`config.mk`:
```
export PLATFORM = sky130hd
export DESIGN_NAME = router_pkt_tx
export DESIGN_NICKNAME = d
export VERILOG_FILES = /design/src/rtl/router_pkt_tx.sv
export SDC_FILE = /design/constraint.sdc
export NUM_CORES = 1
export LEC_CHECK = 0
export ABC_AREA = 1
export CORE_MARGIN = 2
export CORE_UTILIZATION = 53
export DETAILED_ROUTE_END_ITERATION = 16
export PLACE_DENSITY = 0.83
export REMOVE_ABC_BUFFERS = 1
export SLEW_MARGIN = 20
export SYNTH_ARGS = -nofsm -noshare
export SYNTH_HDL_FRONTEND = slang
export SYNTH_SLANG_ARGS = --single-unit
```
`constraint.sdc`:
```
create_clock -name clk -period 2.23 [get_ports clk]
set_input_delay 0.3345 -clock clk [delete_from_list [all_inputs] [get_ports clk]]
set_output_delay 0.3345 -clock clk [all_outputs]
set_load 0.005 [all_outputs]
```
`src/rtl/router_pkt_tx.sv`:
```
// Packet transmitter: buffers a host payload of up to 63 bytes, then sends header, payload and an XOR parity byte to a router.
// Optional feature: define PARITY_INJECT_EN to add the corrupt port, which inverts the transmitted parity byte.
module router_pkt_tx (
    input  logic       clk,
    input  logic       rst,
    input  logic       start,
    input  logic [5:0] len,
    input  logic [1:0] addr,
    output logic       ready,
    output logic       reject,
    input  logic [7:0] s_data,
    input  logic       s_valid,
    output logic       s_ready,
    input  logic       busy,
    output logic [7:0] din,
    output logic       pkt_valid,
    output logic       done
`ifdef PARITY_INJECT_EN
    ,
    input  logic       corrupt
`endif
);

    typedef enum logic [2:0] {
        IDLE,
        LOAD,
        HEADER,
        PAYLOAD,
        PARITY
    } state_t;

    state_t     state;
    logic [5:0] len_q;
    logic [1:0] addr_q;
    logic [5:0] idx;
    logic [7:0] parity;
    logic [7:0] parity_tx;
    logic [7:0] pbuf [63];

`ifdef PARITY_INJECT_EN
    logic corrupt_q;
    assign parity_tx = parity ^ {8{corrupt_q}};
`else
    assign parity_tx = parity;
`endif

    assign ready   = (state == IDLE);
    assign s_ready = (state == LOAD);

    // Payload storage is not reset; a reset simply abandons whatever it holds.
    always_ff @(posedge clk) begin
        if (state == LOAD && s_valid) begin
            pbuf[idx] <= s_data;
        end
    end

    always_ff @(posedge clk or negedge rst) begin
        if (!rst) begin
            state     <= IDLE;
            len_q     <= '0;
            addr_q    <= '0;
            idx       <= '0;
            parity    <= '0;
            din       <= '0;
            pkt_valid <= 1'b0;
            done      <= 1'b0;
            reject    <= 1'b0;
`ifdef PARITY_INJECT_EN
            corrupt_q <= 1'b0;
`endif
        end else begin
            reject <= 1'b0;
            done   <= 1'b0;
            case (state)
                IDLE: begin
                    if (start) begin
                        if (len == 6'd0 || addr == 2'd3) begin
                            reject <= 1'b1;
                        end else begin
                            len_q  <= len;
                            addr_q <= addr;
                            parity <= {len, addr};
                            idx    <= '0;
`ifdef PARITY_INJECT_EN
                            corrupt_q <= corrupt;
`endif
                            state  <= LOAD;
                        end
                    end
                end
                LOAD: begin
                    if (s_valid) begin
                        parity <= parity ^ s_data;
                        // Header goes out on the same edge that takes the last beat.
                        if (idx == len_q - 6'd1) begin
                            din       <= {len_q, addr_q};
                            pkt_valid <= 1'b1;
                            idx       <= '0;
                            state     <= HEADER;
                        end else begin
                            idx <= idx + 6'd1;
                        end
                    end
                end
                HEADER: begin
                    if (!busy) begin
                        din   <= pbuf[0];
                        idx   <= 6'd1;
                        state <= PAYLOAD;
                    end
                end
                PAYLOAD: begin
                    if (!busy) begin
                        if (idx < len_q) begin
                            din <= pbuf[idx];
                            idx <= idx + 6'd1;
                        end else begin
                            din       <= parity_tx;
                            pkt_valid <= 1'b0;
                            state     <= PARITY;
                        end
                    end
                end
                PARITY: begin
                    if (!busy) begin
                        din   <= '0;
                        done  <= 1'b1;
                        state <= IDLE;
                    end
                end
                default: state <= IDLE;
            endcase
        end
    end

endmodule
```
# --- Yosys cells after proc, flatten, opt, wreduce, memory -nomap -nowiden ---
# Memories as Yosys holds them, arrays and structs flattened.
# Index checks and enable logic that the tools add are counted.
# Widths: inputs -> output; s select.
totals:
  input_bits: 21
  mem_bits_rw: 504
  memories: 1
  regBits: 36
op_classes:
  addsub: 2
  eq_ne: 15
  magnitude_cmp: 1
  reduce_logical: 14
  bitwise_logic: 2
  n_mux: 40
memory_table:
  columns: ["name", "words", "width", "read_ports", "rd_ports_with_merged_regs", "write_ports", "line_no", "source"]
  rows:
  - ["pbuf", 63, 8, 2, 0, 1, "38", "logic [7:0] pbuf [63];"]
op_table:
  columns: ["op", "n"]
  rows:
  - ["$mux 8", 9]
  - ["$mux 6", 7]
  - ["$pmux 8 s4", 1]
  - ["$mux 3", 8]
  - ["$pmux 6 s4", 1]
  - ["$ne 2x2->1 const B", 8]
  - ["$pmux 8 s2", 1]
  - ["$pmux 3 s5", 1]
  - ["$mux 1", 11]
  - ["$reduce_and 8->1", 1]
  - ["$reduce_bool 4->1", 2]
  - ["$xor 8x8->8", 1]
  - ["$reduce_and 7->1", 1]
  - ["$add 6x1->6 const B", 1]
  - ["$eq 3x2->1 const B", 2]
  - ["$eq 6x6->1", 1]
  - ["$logic_not 6->1", 1]
  - ["$lt 6x6->1", 1]
  - ["$reduce_and 6->1", 1]
  - ["$sub 6x1->6 const B", 1]
  - ["$reduce_and 5->1", 1]
  - ["$reduce_and 4->1", 1]
  - ["$reduce_bool 2->1", 2]
  - ["$eq 3x1->1 const B", 1]
  - ["9 further kinds", 9]

# --- Logic depth before layout (Yosys ltp) ---
# Gate-level depths: netlist (run 1).
depth:
  word_depth: 5
  depth_mapped: 15
  depth_no_buf: 15

# --- Least setup slack after synthesis (run 1) ---
# Ideal clock, no wire load.
synth_path:
  path_kind: "reg-to-reg"
  startpoint: "register idx[0]"
  endpoint: "register din[0]"
  arrival_time_ps: 2111
  required_ps: 2165
  path_stages_with_launch: 16
  path_slack_ps: 54
  setup_time_ps: 65
  path_cell_list: "dfrtp_1 buf_2 inv_2 buf_2 buf_2 ha_1 a21oi_1 nand3_1 nor2_1 nand3_1 nand2_1 nand3_2 buf_2 nor2_1 nand2_1 nand2_1"
synth_via:
  elab_chain_cells: 4
  word_cells_on_any_way: 8
synth_rtl:
  columns: ["element", "line_no", "source"]
  rows:
  - ["start, declared", "35", "logic [5:0] idx;"]
  - ["start signal, assigned", "101", "idx <= idx + 6'd1;"]
  - ["start signal, assigned", "116", "idx <= idx + 6'd1;"]
  - ["$mem_v2 63x8 or $lt 6x6->1 (tied branches)", null, null]
  - ["$mux 8", "114", "if (idx < len_q) begin"]
  - ["$mux 8", "113", "if (!busy) begin"]
  - ["$pmux 8 s4", "74", "case (state)"]
  - ["end signal, assigned", "107", "din <= pbuf[0];"]
  - ["end signal, assigned", "115", "din <= pbuf[idx];"]
  - ["end signal, assigned", "118", "din <= parity_tx;"]
  - ["end, declared", "15", "output logic [7:0] din,"]
# Parallel ways exist; a longest one is shown, timed or not. The select of a mux whose other input is x is not followed.
# A chain may end at the register's enable or synchronous reset.

# --- Final worst setup path (run 1) ---
# Same ends and word-level chain as after synthesis.

==> results of run 1 <==
worst paths after layout:
check	startpoint	endpoint	slack [ns]	depth (start not counted)
setup / recovery	idx[0]$_DFFE_PN0P_	din[0]$_DFFE_PN0P_	-0.09	13
hold / removal	s_data[2]	pbuf[0][2]$_DFFE_PP_	0.17	1
setup reg to reg	idx[0]$_DFFE_PN0P_	din[0]$_DFFE_PN0P_	-0.09	13
hold reg to reg	din[0]$_DFFE_PN0P_	din[0]$_DFFE_PN0P_	0.49	2
max in group asynchronous	rst	state[1]$_DFFE_PN0P_	1.37	3
min in group asynchronous	rst	len_q[5]$_DFFE_PN0P_	0.27	2
worst max-delay path, delay by kind of cell, from the launching register on:
| kind | cells | cell delay (ns) |
|---|---|---|
| simple gates | 10 | 0.97 |
| buf+inv | 2 | 0.34 |
| flops | 1 | 0.57 |
| compound gates | 1 | 0.31 |
synthesized netlist by cell type:
cell type and n:
a211oi_1 1, a21oi_1 11, a22oi_1 6, buf_2 59, buf_4 3, clkbuf_1 31, clkinv_1 1, dfrtp_1 36
edfxtp_1 504, ha_1 8, inv_1 506, inv_2 4, nand2_1 725, nand2_2 1, nand3_1 261, nand3_2 3
nand3b_1 2, nand4_1 3, nor2_1 144, nor2_2 2, nor2_4 1, nor3_1 6, nor3_2 1, nor4_1 1
o211ai_1 11, o21a_1 2, o21ai_0 62, o21ai_1 35, o21bai_1 6, or2_1 2, or2_2 31, xnor2_1 4
xor2_1 1
where the power goes:
group          switching [mW]  internal (mW)
logic                    6.45           3.65
registers               0.344           11.5
clock network            3.88           5.24
total                    10.7           20.4
state kept, by name (all words and copies together), names as in the netlist:
name / count
len_q: 6
state: 3
pkt_valid: 1
addr_q: 2
din: 8
idx: 6
parity: 8
reject: 1
done: 1
pbuf: 504
layout make-up:
type	instances	area [um^2]	share of cell area, %
repair buffers	250	2310	8.04
multi-input cells	1330	5900	20.5
flip-flops and latches	540	16000	55.9
clock buffers	68	1470	5.11
well taps	600	751	2.62
clock inverters	35	300	1.05
inverters	511	1930	6.73
kinds of logic after synthesis:
logic type	Yosys count	synth area share, %
flops	540	66.3
fa+ha+maj	8	0.414
simple gates	1183	20.3
compound gates	134	3.04
xor+xnor	5	0.181
buf+inv	604	9.73
layer usage:
metal	global-route usage, %	up-vias
li1	-	8279
met1	35.6	8490
met2	45.1	1102
met3	4.99	225
met4	13.4	0
met5	0	-
what timing repair did:
action                                  4_1_cts  5_1_grt
hold buffers                                  1        0
cloned                                        0        2
pin swaps                                     2        2
resized for setup                            23       27
buffers inserted                             12        5
endpoints found under the hold margin        21        0
endpoints found under the setup margin       17      145
==> flow_metrics.py, run 1 <==
metrics = {
    "synth": {
        "synth_cells": 2474,
        "yosys-top-cells-area": "edfxtp_1, nand2_1, inv_1",
        "synth.yosys.seq_area_share_pct": 66.3,
        "synth_top_area_share_pct": 62.6,
        "ys_types": 33,
        "ys_ff_latch": 540,
        "synth_area_mm2": 0.0242,
        "yosysTopAreaCell": "edfxtp_1",
        "yosysWarnings": 0,
        "syn_avg_cell_area_um2": 9.77,
    },
    "drt": {
        "met1Wirelength_um": 24500,
        "wl_per_cell_um": 19.6,
        "dr_wl_met2_um": 30600,
        "drt_wl_total_um": 65200,
        "vias": 18096,
        "routed_via_density": 5.43,
        "top_layer_used": "met4",
        "postRouteAntennaNets": 0,
        "met3WireLength_um": 6730,
        "first_pass_iters": 5,
        "post-route-drc-count": 0,
        "drtIter0Drc": 2556,
    },
    "global_route": {
        "first_global_vias": 17842,
        "grt_pass1_wl_um": 99300,
        "track_usage_pct": 27.5,
        "antenna_found_initial": 0,
        "grt_start_max_net_pins": 59,
        "grt_overflow": 0,
    },
    "worst_setup_path": {
        "crit_top_cell": "nand2_1",
        "required_ns": 2.74,
        "cpPeakStageDelay_ns": 0.57,
        "cp.arrival_ns": 2.83,
        "start_kind": "flip-flop",
        "path_cells": "clkinv_8 -> buf_16 -> nand2_1 -> nand3_1 -> nand2_1 -> o21ai_1 -> nand2_1 -> nor2_1 -> nand2_1 -> nand2_1 -> nand2_1 -> nand2_1 -> nand2_1",
        "worstSetupPathType": "flip-flop to flip-flop",
        "crit_slowest_cell": "dfrtp_4",
        "critPathMaxFanout": 29,
        "critPathCaptureType": "flip-flop",
    },
    "floorplanning": {
        "initial_core_util_pct": 53.5,
        "die_area_mm2": 0.0474,
        "rows": 78,
        "die_h_um": 218,
        "core-area_mm2": 0.0452,
        "die_x_um": 218,
        "pin_count": 34,
    },
    "clock_tree": {
        "insertion_delay_ns": 0.62,
        "path_clk_slew_ns": 0.06,
        "cts_sinks": 540,
        "clockRootBuffer": "clkbuf_16",
        "clk_path_buf_depth": 3,
        "tritoncts": "built",
        "cts_buffers": 56,
        "htreeDepth": 2,
    },
    "layout": {
        "drive_gt1_share_pct": 13.6,
        "final_common_cell": "nand2_1",
        "final_nets": 2718,
        "syn_to_final_growth_pct": 18.7,
        "fillers": 3195,
        "stdcell_area_mm2": 0.0287,
        "final_cells": 3334,
        "finish.utilization_pct": 63.5,
        "antennaDiodeCount": 0,
        "final_cell_mix": "nand2_1, inv_1, edfxtp_1",
    },
    "outcome": {
        "violations": "setup timing",
        "status": "complete, but fails checks",
    },
    "sta": {
        "holdWs_ns": 0.166,
        "worst_slew_pin_slew_ns": 0.615,
        "rsz0062_at_grt": "true",
        "hold_violations": 0,
        "period_share_pct": 104,
        "fin_setup_tns_ns": -0.160,
        "max_freq_mhz": 431,
        "fin_crit_ns": 2.32,
        "finalClockSkew_ns": 0.0193,
        "worst_slack_ns": -0.0894,
        "setup_viol": 3,
        "relSlewSlack_pct": 59.0,
        "slew_violations": 0,
    },
    "power_and_ir_drop": {
        "pwr_density_cell_mw_per_mm2": 1080,
        "irDropWorstVdd_uv": 722,
        "p_leak_nw": 12.9,
        "power_mw": 31.0,
    },
    "place": {
        "place.gp.congestion": 0.908,
        "place_ws_ns": -0.275,
        "hpwl_um": 41900,
        "dp_cells": 3211,
        "placed_cell_area_mm2": 0.0266,
        "portBuffers": 33,
    },
    "flow_run": {
        "maxCapViolCount": 0,
    },
    "worst_hold_path": {
        "hp-class": "input pin to flip-flop",
    },
}
Power figures use the tool's default switching activity.
==> run 2: changes to the inputs <==
- GPL_ROUTABILITY_DRIVEN: not set -> 0
==> run 2 against run 1 <==
Compared with the run above:
- the run still ends with setup timing left
- global-route usage shrank 0.58 points
- non-clock buffer count grew 24
- final area grew 2.7%
- sequential share of layout area shrank 1.5 points
- critical path type unchanged
- largest power group is now combinational cells
==> flow_metrics.py, run 2 (synthesis gave the netlist of run 1 again) <==
metrics = {
    "worst_setup_path": {
        "critPathMaxFanout": 6,
        "endpoint": "din[2]$_DFFE_PN0P_",
        "startpoint": "idx[0]$_DFFE_PN0P_",
        "critPathCaptureType": "flip-flop",
        "r2r_start": "idx[0]$_DFFE_PN0P_",
        "rr_worst_depth": 14,
        "worstSetupPathType": "flip-flop to flip-flop",
        "cp.arrival_ns": 2.90,
        "rr_endpoint": "din[2]$_DFFE_PN0P_",
        "start_kind": "flip-flop",
        "required_ns": 2.74,
        "r2r_setup_slack_ns": -0.16,
    },
    "clock_tree": {
        "tritoncts": "built",
        "htreeDepth": 2,
        "cts_buffers": 54,
        "clockRootBuffer": "clkbuf_16",
        "path_clk_slew_ns": 0.06,
        "cts_sinks": 540,
        "insertion_delay_ns": 0.63,
        "clk_path_buf_depth": 3,
    },
    "place": {
        "portBuffers": 33,
        "dp_cells": 3203,
        "hpwl_um": 40200,
    },
    "power_and_ir_drop": {
        "clkPwrFrac_pct": 27.5,
        "p_leak_nw": 13.2,
        "power_mw": 33.2,
        "pwr_density_cell_mw_per_mm2": 1130,
        "swShare_pct": 35.2,
        "intPower_mw": 21.5,
        "p_comb_share_pct": 36.9,
        "seq_power_share_pct": 35.6,
        "switchingPower_mw": 11.7,
        "irDropWorstVdd_uv": 904,
    },
    "drt": {
        "post-route-drc-count": 0,
        "vias": 19256,
        "drt_wl_total_um": 72400,
        "postRouteAntennaNets": 0,
        "routed_via_density": 5.74,
        "first_pass_iters": 7,
        "drtIter0Drc": 3564,
        "wl_per_cell_um": 21.6,
    },
    "worst_hold_path": {
        "hp-class": "input pin to async pin",
    },
    "layout": {
        "top_register": "pbuf",
        "antennaDiodeCount": 0,
        "final_cells": 3355,
        "largestRegisters": "pbuf (504), din (8), parity (8)",
        "final_nets": 2741,
        "final_cell_mix": "nand2_1, inv_1, edfxtp_1",
        "drive_gt1_share_pct": 16.2,
        "final_common_cell": "nand2_1",
        "fillers": 2887,
        "syn_to_final_growth_pct": 21.9,
        "largest_reg_flops": 504,
    },
    "sta": {
        "relSlewSlack_pct": 50.7,
        "max_freq_mhz": 419,
        "hold_violations": 0,
        "slew_violations": 0,
        "setup_viol": 18,
        "finalClockSkew_ns": 0.0375,
        "period_share_pct": 107,
        "fin_setup_tns_ns": -1.45,
        "worst_slew_pin_slew_ns": 0.740,
        "fin_crit_ns": 2.39,
        "holdWs_ns": 0.227,
        "rsz0062_at_grt": "true",
        "worst_slack_ns": -0.159,
    },
    "flow_run": {
        "maxCapViolCount": 0,
    },
    "outcome": {
        "status": "complete, but fails checks",
        "violations": "setup timing",
    },
    "floorplanning": {
        "core-area_mm2": 0.0452,
        "die_x_um": 218,
        "die_area_mm2": 0.0474,
        "die_h_um": 218,
        "initial_core_util_pct": 53.5,
        "pin_count": 34,
        "rows": 78,
    },
    "global_route": {
        "antenna_found_initial": 1,
        "track_usage_pct": 27.0,
        "grt_start_max_net_pins": 79,
        "first_global_vias": 17826,
        "grt_overflow": 0,
        "grt_pass1_wl_um": 97600,
    },
}
[run 2: changes by cell type in the layout (fill, tap and decap cells not counted), moves of 5 or more]
| cell | delta |
|---|---|
| o21ai_2 | +17 |
| nand2_2 | +18 |
| clkbuf_16 | +12 |
| nor2_1 | -10 |
| nand2_1 | -19 |
| clkinv_1 | +5 |
| o21ai_1 | -12 |
| clkinv_2 | -6 |
| o21ai_0 | -9 |
| buf_4 | -6 |
| nor2_2 | +9 |
| buf_6 | +12 |
| buf_16 | +5 |
[run 2: area by class of cell]
class                   instances  area (um^2)  share of cell area (%)
inverters                     511         1930                    6.55
repair buffers                274         2850                    9.68
repair inverters                1         11.3                  0.0382
multi-input cells            1330         6130                    20.8
well taps                     600          751                    2.55
clock buffers                  67         1460                    4.97
flip-flops and latches        540        16000                    54.4
clock inverters                32          292                   0.989
[run 2: worst min path at each step]
stage / from / to / slack, ns / cells past startpoint
floorplan: rst / addr_q[0]$_DFFE_PN0P_ / 0.04 / 0
global placement: rst / len_q[2]$_DFFE_PN0P_ / 0.35 / 1
detailed placement: rst / len_q[1]$_DFFE_PN0P_ / 0.34 / 1
CTS: s_data[0] / pbuf[4][0]$_DFFE_PP_ / 0.20 / 1
global route: s_data[1] / pbuf[6][1]$_DFFE_PP_ / 0.23 / 1
finish: rst / idx[0]$_DFFE_PN0P_ / 0.23 / 2
[run 2: power by group through the flow]
stage	combinational, mW	clock [mW]	sequential (mW)
after global placement	8.87	0	12.0
after CTS	9.58	9.12	11.8
after detailed placement	9.16	0	12.0
final	12.3	9.13	11.8
after global routing	13.0	9.52	11.8
after floorplan	4.23	0	12.1
[run 2: stage by stage]
step | util (%) | setup WS, ns | area [um^2]
floorplan | - | -7.52 | 23700
global placement | 58.8 | -0.126 | 26500
finish | 65.2 | -0.159 | 29500
CTS | 62.9 | -0.0410 | 28400
global route | 65.2 | -0.215 | 29500
detailed placement | 58.8 | -0.169 | 26500
[run 2: worst max-delay path, cell delays in order, from the launching register on]
cell       delay (ns)
dfrtp_4          0.54
buf_4            0.20
clkbuf_16        0.19
buf_16           0.14
or2_2            0.32
nand3_2          0.08
nand2_2          0.07
o21ai_2          0.21
nand2_1          0.08
nor2_1           0.14
nand2_1          0.08
nand2_1          0.06
nand2_1          0.05
nand2_1          0.06
nand2_1          0.05
[run 2: what timing repair did]
action	in CTS	in global routing
resized for setup	19	129
endpoints found under the hold margin	22	0
hold buffers	1	0
pin swaps	3	32
setup buffers	6	28
endpoints found under the setup margin	10	173
gates cloned	1	17
[run 2: per-layer routing]
metal	vias to the layer above	global-route usage, %	routed length, um
met3	336	5.30	9350
met1	8961	34.0	24300
li1	8334	-	-
met4	2	13.1	4220
met5	-	0	13
met2	1623	44.8	34500
